===== config.mk =====
export PLATFORM = sky130hd
export DESIGN_NAME = softex_fp_red_sched
export DESIGN_NICKNAME = d
export VERILOG_FILES = /design/src/rtl/softex_fp_red_sched.sv
export SDC_FILE = /design/constraint.sdc
export NUM_CORES = 1
export LEC_CHECK = 0
export ABC_AREA = 1
export BUFFER_PORTS_ARGS = -buffer_cell sky130_fd_sc_hd__buf_2
export CORE_ASPECT_RATIO = 0.6
export CORE_MARGIN = 4
export CORE_UTILIZATION = 57
export CTS_BUF_LIST = sky130_fd_sc_hd__clkbuf_2 sky130_fd_sc_hd__clkbuf_4 sky130_fd_sc_hd__clkbuf_8
export CTS_CLUSTER_DIAMETER = 30
export DETAILED_ROUTE_END_ITERATION = 8
export PLACE_DENSITY = 0.88
export SKIP_LAST_GASP = 1
export SYNTH_ARGS = -nofsm -noshare
export SYNTH_HDL_FRONTEND = slang
export SYNTH_SLANG_ARGS = --single-unit

===== constraint.sdc =====
create_clock -name clk_i -period 7.2 [get_ports clk_i]
set_input_delay 0.36 -clock clk_i [delete_from_list [all_inputs] [get_ports clk_i]]
set_output_delay 0.36 -clock clk_i [all_outputs]
set_load 0.05 [all_outputs]

===== src/rtl/softex_fp_red_sched.sv =====
// softex_fp_red_sched
//   Reduces a vector of any length to one scalar through a single shared
//   N_INP-wide adder tree. Input beats are issued to the tree as they arrive.
//   Partial sums come back into an N_INP-slot collector. Full or final
//   collector contents are re-issued ("drained") until one value remains.
//
// Ports
//   clk_i, rst_ni, clear_i        clock, async active-low reset, sync clear
//   start_i, len_i, busy_o        job control
//   in_valid_i/in_ready_o/in_data_i/in_strb_i      element stream in
//   tree_valid_o/tree_ready_i/tree_op_o/tree_strb_o operand beat to tree
//   tree_clear_o                  tree flush (mirrors clear_i)
//   tree_valid_i/tree_ready_o/tree_res_i/tree_strb_i partial result from tree
//   res_valid_o/res_ready_i/res_o/res_strb_o        final scalar out
//
// state | meaning
// ------+----------------------------------------------------------
// IDLE  | waiting for start_i
// RUN   | issuing input beats / draining collector, awaiting results
// OUT   | final scalar held on res_o until res_ready_i
module softex_fp_red_sched #(
    parameter int N_INP = 8,
    parameter int WIDTH = 16,
    parameter int LEN_W = 16
) (
    input  logic                   clk_i,
    input  logic                   rst_ni,
    input  logic                   clear_i,
    input  logic                   start_i,
    input  logic [LEN_W-1:0]       len_i,
    output logic                   busy_o,
    input  logic                   in_valid_i,
    output logic                   in_ready_o,
    input  logic [N_INP*WIDTH-1:0] in_data_i,
    input  logic [N_INP-1:0]       in_strb_i,
    output logic                   tree_valid_o,
    input  logic                   tree_ready_i,
    output logic [N_INP*WIDTH-1:0] tree_op_o,
    output logic [N_INP-1:0]       tree_strb_o,
    output logic                   tree_clear_o,
    input  logic                   tree_valid_i,
    output logic                   tree_ready_o,
    input  logic [WIDTH-1:0]       tree_res_i,
    input  logic                   tree_strb_i,
    output logic                   res_valid_o,
    input  logic                   res_ready_i,
    output logic [WIDTH-1:0]       res_o,
    output logic                   res_strb_o
);
    localparam int IDX_W = $clog2(N_INP);
    localparam int CNT_W = $clog2(N_INP + 1);
    localparam int OCC_W = CNT_W + 1;

    typedef enum logic [1:0] {S_IDLE = 2'd0, S_RUN = 2'd1, S_OUT = 2'd2} state_t;

    state_t                      r_state, w_state_nxt;
    logic [LEN_W-1:0]            r_beats_left;
    logic [IDX_W-1:0]            r_tail;
    logic [CNT_W-1:0]            r_cnt, r_inflight;
    logic [N_INP-1:0][WIDTH-1:0] r_slot_val;
    logic [N_INP-1:0]            r_slot_strb;

    logic                        w_run, w_drain_req, w_in_req, w_drain_fire, w_in_fire;
    logic                        w_issue, w_arrive, w_done, w_last_beat;
    logic [OCC_W-1:0]            w_occ;
    logic [IDX_W-1:0]            w_wr_idx, w_len_tail;
    logic [LEN_W-1:0]            w_len_beats;
    logic [N_INP-1:0]            w_lane_mask, w_drain_strb;
    logic [N_INP-1:0][WIDTH-1:0] w_drain_op;

    assign w_run = (r_state == S_RUN);
    // Slots reserved for results still inside the tree count as occupied so an
    // arrival can never find the collector full.
    assign w_occ = OCC_W'(r_cnt) + OCC_W'(r_inflight);
    assign w_drain_req = w_run && ((r_cnt == CNT_W'(N_INP)) ||
                         ((r_beats_left == '0) && (r_inflight == '0) && (r_cnt > CNT_W'(1))));
    assign w_in_req = w_run && !w_drain_req && (r_beats_left != '0) && (w_occ < OCC_W'(N_INP));
    assign w_drain_fire = w_drain_req && tree_ready_i;
    assign w_in_fire = w_in_req && in_valid_i && tree_ready_i;
    assign w_issue = w_drain_fire || w_in_fire;
    assign w_arrive = w_run && tree_valid_i;
    // A drain empties the collector in the same cycle, so a concurrent arrival lands in slot 0.
    assign w_wr_idx = w_drain_fire ? '0 : r_cnt[IDX_W-1:0];
    assign w_done = w_run && (r_beats_left == '0) && (r_inflight == '0) && (r_cnt == CNT_W'(1));
    assign w_last_beat = (r_beats_left == LEN_W'(1)) && (r_tail != '0);
    assign w_len_tail = IDX_W'(32'(len_i) % N_INP);
    assign w_len_beats = LEN_W'(32'(len_i) / N_INP) + LEN_W'(w_len_tail != '0);

    always_comb begin
        w_lane_mask = '1;
        w_drain_op = '0;
        w_drain_strb = '0;
        for (int i = 0; i < N_INP; i++) begin
            if (w_last_beat && (IDX_W'(i) >= r_tail)) w_lane_mask[i] = 1'b0;
            if (CNT_W'(i) < r_cnt) begin
                w_drain_op[i] = r_slot_val[i];
                w_drain_strb[i] = r_slot_strb[i];
            end
        end
    end

    assign in_ready_o = w_in_req && tree_ready_i;
    assign tree_valid_o = w_drain_req || (w_in_req && in_valid_i);
    assign tree_op_o = w_drain_req ? w_drain_op : (w_in_req ? in_data_i : '0);
    assign tree_strb_o = w_drain_req ? w_drain_strb : (w_in_req ? (in_strb_i & w_lane_mask) : '0);
    assign tree_clear_o = clear_i;
    assign tree_ready_o = 1'b1;
    assign busy_o = (r_state != S_IDLE);
    assign res_valid_o = (r_state == S_OUT);
    assign res_o = (r_state == S_OUT) ? r_slot_val[0] : '0;
    assign res_strb_o = (r_state == S_OUT) ? r_slot_strb[0] : 1'b0;

    always_comb begin
        w_state_nxt = r_state;
        case (r_state)
            S_IDLE:  if (start_i) w_state_nxt = (len_i == '0) ? S_OUT : S_RUN;
            S_RUN:   if (w_done) w_state_nxt = S_OUT;
            S_OUT:   if (res_ready_i) w_state_nxt = S_IDLE;
            default: w_state_nxt = S_IDLE;
        endcase
        if (clear_i) w_state_nxt = S_IDLE;
    end

    always_ff @(posedge clk_i or negedge rst_ni) begin
        if (!rst_ni) r_state <= S_IDLE;
        else         r_state <= w_state_nxt;
    end

    always_ff @(posedge clk_i or negedge rst_ni) begin
        if (!rst_ni) begin
            r_beats_left <= '0;
            r_tail       <= '0;
            r_cnt        <= '0;
            r_inflight   <= '0;
            r_slot_val   <= '0;
            r_slot_strb  <= '0;
        end else if (clear_i) begin
            r_beats_left <= '0;
            r_tail       <= '0;
            r_cnt        <= '0;
            r_inflight   <= '0;
            r_slot_val   <= '0;
            r_slot_strb  <= '0;
        end else begin
            case (r_state)
                S_IDLE: begin
                    if (start_i) begin
                        // len_i==0 leaves slot 0 cleared, which is the zero result.
                        r_beats_left <= w_len_beats;
                        r_tail       <= w_len_tail;
                        r_cnt        <= '0;
                        r_inflight   <= '0;
                        r_slot_val   <= '0;
                        r_slot_strb  <= '0;
                    end
                end
                S_RUN: begin
                    if (w_in_fire) r_beats_left <= r_beats_left - LEN_W'(1);
                    r_inflight <= r_inflight + CNT_W'(w_issue) - CNT_W'(w_arrive);
                    if (w_drain_fire) r_cnt <= CNT_W'(w_arrive);
                    else              r_cnt <= r_cnt + CNT_W'(w_arrive);
                    if (w_arrive) begin
                        r_slot_val[w_wr_idx]  <= tree_res_i;
                        r_slot_strb[w_wr_idx] <= tree_strb_i;
                    end
                end
                S_OUT: begin
                    if (res_ready_i) r_cnt <= '0;
                end
                default: r_cnt <= '0;
            endcase
        end
    end
endmodule


==> flow_metrics.py <==
metrics = {
    "outcome": {
        "status": "complete, no violations",
    },
    "clock_network": {
        "clock_path_buffers": 2,
        "cts_root_buf": "clkbuf_8",
        "path_clk_slew_ns": 0.09,
        "cts-resized-gates": 0,
        "htreeDepth": 4,
        "postCtsSetupBuffers": 0,
        "cts_sinks": 165,
        "clock_latency_ns": 0.44,
        "cts_buffers": 17,
        "tritoncts": "built",
        "holdBufCountCts": 0,
    },
    "sta": {
        "slew_viol_final": 0,
        "finalSetupTns_ns": 0,
        "min_period_over_period_pct": 63.0,
        "relSlewSlack_pct": 18.9,
        "rsz0062_at_grt": "false",
        "max_freq_mhz": 220,
        "setup_violations": 0,
        "whs_ns": 0.0195,
        "hold_viol": 0,
        "layout_min_cycle_time_ns": 4.54,
        "tightest_slew_ns": 1.21,
        "skew_ns": 0.0180,
    },
    "global_route": {
        "first_global_vias": 10224,
        "grt_pass1_wl_um": 55200,
        "grt_antenna_before_repair": 1,
        "track_usage_pct": 34.1,
        "overflow": 0,
        "grt_max_degree": 101,
    },
    "logic_synthesis": {
        "synth_edf_count": 0,
        "synth_adder_area_share_pct": 1.90,
        "synthMuxAreaShare_pct": 0,
        "synth.distinct_cells": 51,
        "synth_compound_area_share_pct": 11.4,
        "avgSynthCellArea_um2": 7.29,
        "ys_ff_latch": 165,
        "postSynthCellCount": 1407,
        "synth_xor_area_share_pct": 1.28,
        "synth_top_family_by_area": "simple AND/OR/NAND/NOR gates",
        "ys_async_sr_fraction_pct": 100,
        "synthFlopType": "dfrtp_1",
        "mappedNetlistArea_um2": 10300,
        "syn_nets": 1599,
        "yosys.area_share.simple_pct": 36.1,
        "yosysSeqAreaShare_pct": 40.3,
        "yosysWarnings": 0,
    },
    "finish": {
        "drive_gt1_share_pct": 26.6,
        "nFillCells": 1531,
        "regArea_um2": 4130,
        "n_antenna_cell": 0,
        "area_growth_pct": 19.3,
        "nNetsFinal": 1885,
        "multiInputGateArea_um2": 5210,
    },
    "power_and_ir_drop": {
        "ir_worst_vdd_v": 0.000239,
        "p_per_area_nw_per_um2": 350,
        "p_leak_nw": 6.81,
        "p_total_mw": 4.29,
    },
    "critical_path": {
        "worst_r2r_endpoint": "r_inflight[2]",
        "slowest_stage": "dfrtp_1",
        "r2r_cells": 15,
        "path_buf_inv": 3,
        "worst-endpoint-required_ns": 6.84,
        "slowest_delay_ns": 0.98,
        "cp_top_family": "buffers and inverters",
        "r2r-start": "r_cnt[3]",
        "r2r_setup_slack_ns": 3.27,
        "cp-end-kind": "output port",
        "cp_data_arrival_time_ns": 4.18,
        "criticalPathCategory": "flop to output port",
        "crit_path_max_fanout": 87,
        "start_kind": "flop",
        "path_cells": "ha_1, nor3_1, nand2_1, nor2_1, nand2_2, inv_4, buf_4, nand4_1, o21ai_0, buf_2",
    },
    "die": {
        "fp.dieArea_um2": 20300,
        "die_w_um": 181,
        "core_area_um2": 17400,
        "start_util_pct": 58.9,
        "row_count": 37,
        "fp.dieH_um": 112,
        "io_pins": 336,
    },
    "drt": {
        "drt_iter0_drc": 993,
        "via_per_inst": 5.61,
        "drc_errors": 0,
        "postRouteAntennaNets": 0,
        "drtPass1Iterations": 5,
        "wl_per_cell_um": 18.6,
        "wl_um": 36000,
        "vias": 10871,
    },
    "flow_run": {
        "drv_cap": 0,
    },
    "worst_hold_path": {
        "hold_class": "input pin to async pin",
    },
    "placed_design": {
        "place_congestion": 1.05,
        "port_buffers": 334,
        "dp_hpwl_um": 25800,
    },
}
==> synthesized netlist by cell type, types with 2 or more instances <==
library cell | number | area [um2]
buf_1 | 3 | 11.3
inv_2 | 5 | 18.8
or2_2 | 2 | 12.5
buf_2 | 25 | 125
inv_1 | 115 | 432
o21ai_2 | 22 | 193
o21ai_0 | 71 | 355
ha_1 | 14 | 175
nor2_4 | 6 | 67.6
clkbuf_1 | 17 | 63.8
buf_4 | 20 | 150
nand3_1 | 168 | 841
nand4_1 | 5 | 31.3
o31ai_1 | 14 | 105
xor2_1 | 10 | 87.6
a21o_1 | 2 | 15.0
clkinv_1 | 3 | 11.3
nor2_2 | 16 | 100
dfrtp_1 | 165 | 4130
a22o_1 | 33 | 289
buf_6 | 10 | 113
nand4_2 | 5 | 62.6
o22ai_1 | 3 | 18.8
a211oi_1 | 3 | 22.5
nand2_1 | 531 | 1990
o21ai_4 | 2 | 32.5
nor2_1 | 72 | 270
nand3_4 | 2 | 35.0
a21oi_1 | 14 | 70.1
nor2_8 | 3 | 60.1
nor4_1 | 6 | 37.5
nor3_1 | 7 | 35.0
nand2_4 | 3 | 33.8
nand2_2 | 8 | 50.1
nand3b_1 | 2 | 15.0
xnor2_1 | 5 | 43.8
==> area by class of cell <==
cell class	count	area share (%)
multi-input cells	1043	42.6
flip-flops and latches	165	33.7
repair buffers	342	14.2
inverters	124	3.84
well taps	234	2.39
clock buffers	19	2.09
clock inverters	12	1.18
==> where the power goes <==
part / switching, mW / internal [mW] / leakage, nW
clock: 0.370 / 0.327 / 0.194
sequential: 0.0712 / 0.986 / 2.28
combinational: 1.98 / 0.557 / 4.33
==> metal layers <==
layer / global-route usage, % / vias to the layer above / wire length, um
li1: - / 5100 / -
met1: 45.9 / 5073 / 14400
met2: 53.3 / 614 / 16200
met3: 10.6 / 82 / 4280
met4: 10.6 / 2 / 1110
met5: 0 / - / 18
==> kinds of logic (layout without fill, tap and decap cells) <==
group,count (synthesis),count (layout)
xor+xnor,15,15
buf+inv,199,497
simple gates,840,840
compound gates,172,172
other cells,1,1
fa+ha+maj,15,15
flops,165,165
==> layout by cell type, fill, tap and decap left out, types with 18 or more instances in the layout <==
master and n:
a22o_1 33, buf_2 333, clkbuf_8 18, dfrtp_1 165
inv_1 115, nand2_1 531, nand3_1 168, nor2_1 72
o21ai_0 71, o21ai_2 22
==> metrics by stage <==
| stage | util (%) | area [um2] | cells | worst slack, ns |
|---|---|---|---|---|
| floorplan | - | 10300 | 1407 | 3.89 |
| global placement | 68.0 | 11800 | 1908 | 3.26 |
| detailed placement | 68.0 | 11800 | 1908 | 3.13 |
| CTS | 70.3 | 12200 | 1939 | 2.67 |
| global route | 70.3 | 12200 | 1939 | 2.38 |
| finish | 70.3 | 12200 | 1939 | 2.66 |
==> flip-flops by register name, indices dropped and copies added (netlist names) <==
signal        cells
r_beats_left     16
r_tail            3
r_inflight        4
r_slot_val      128
r_cnt             4
r_slot_strb       8
r_state           2
==> worst max-delay path by stage <==
stage                          startpoint  slack, ns              to  depth (start not counted)
after floorplan           r_beats_left[0]       3.89   r_inflight[3]                         18
after global routing             r_cnt[3]       2.38  tree_strb_o[7]                         10
final                            r_cnt[3]       2.66  tree_strb_o[2]                         10
after global placement           r_cnt[3]       3.26  tree_strb_o[7]                         10
after CTS                        r_cnt[3]       2.67  tree_strb_o[7]                         10
after detailed placement         r_cnt[3]       3.13  tree_strb_o[7]                         10
No activity file was read; power rests on OpenSTA's default activity.
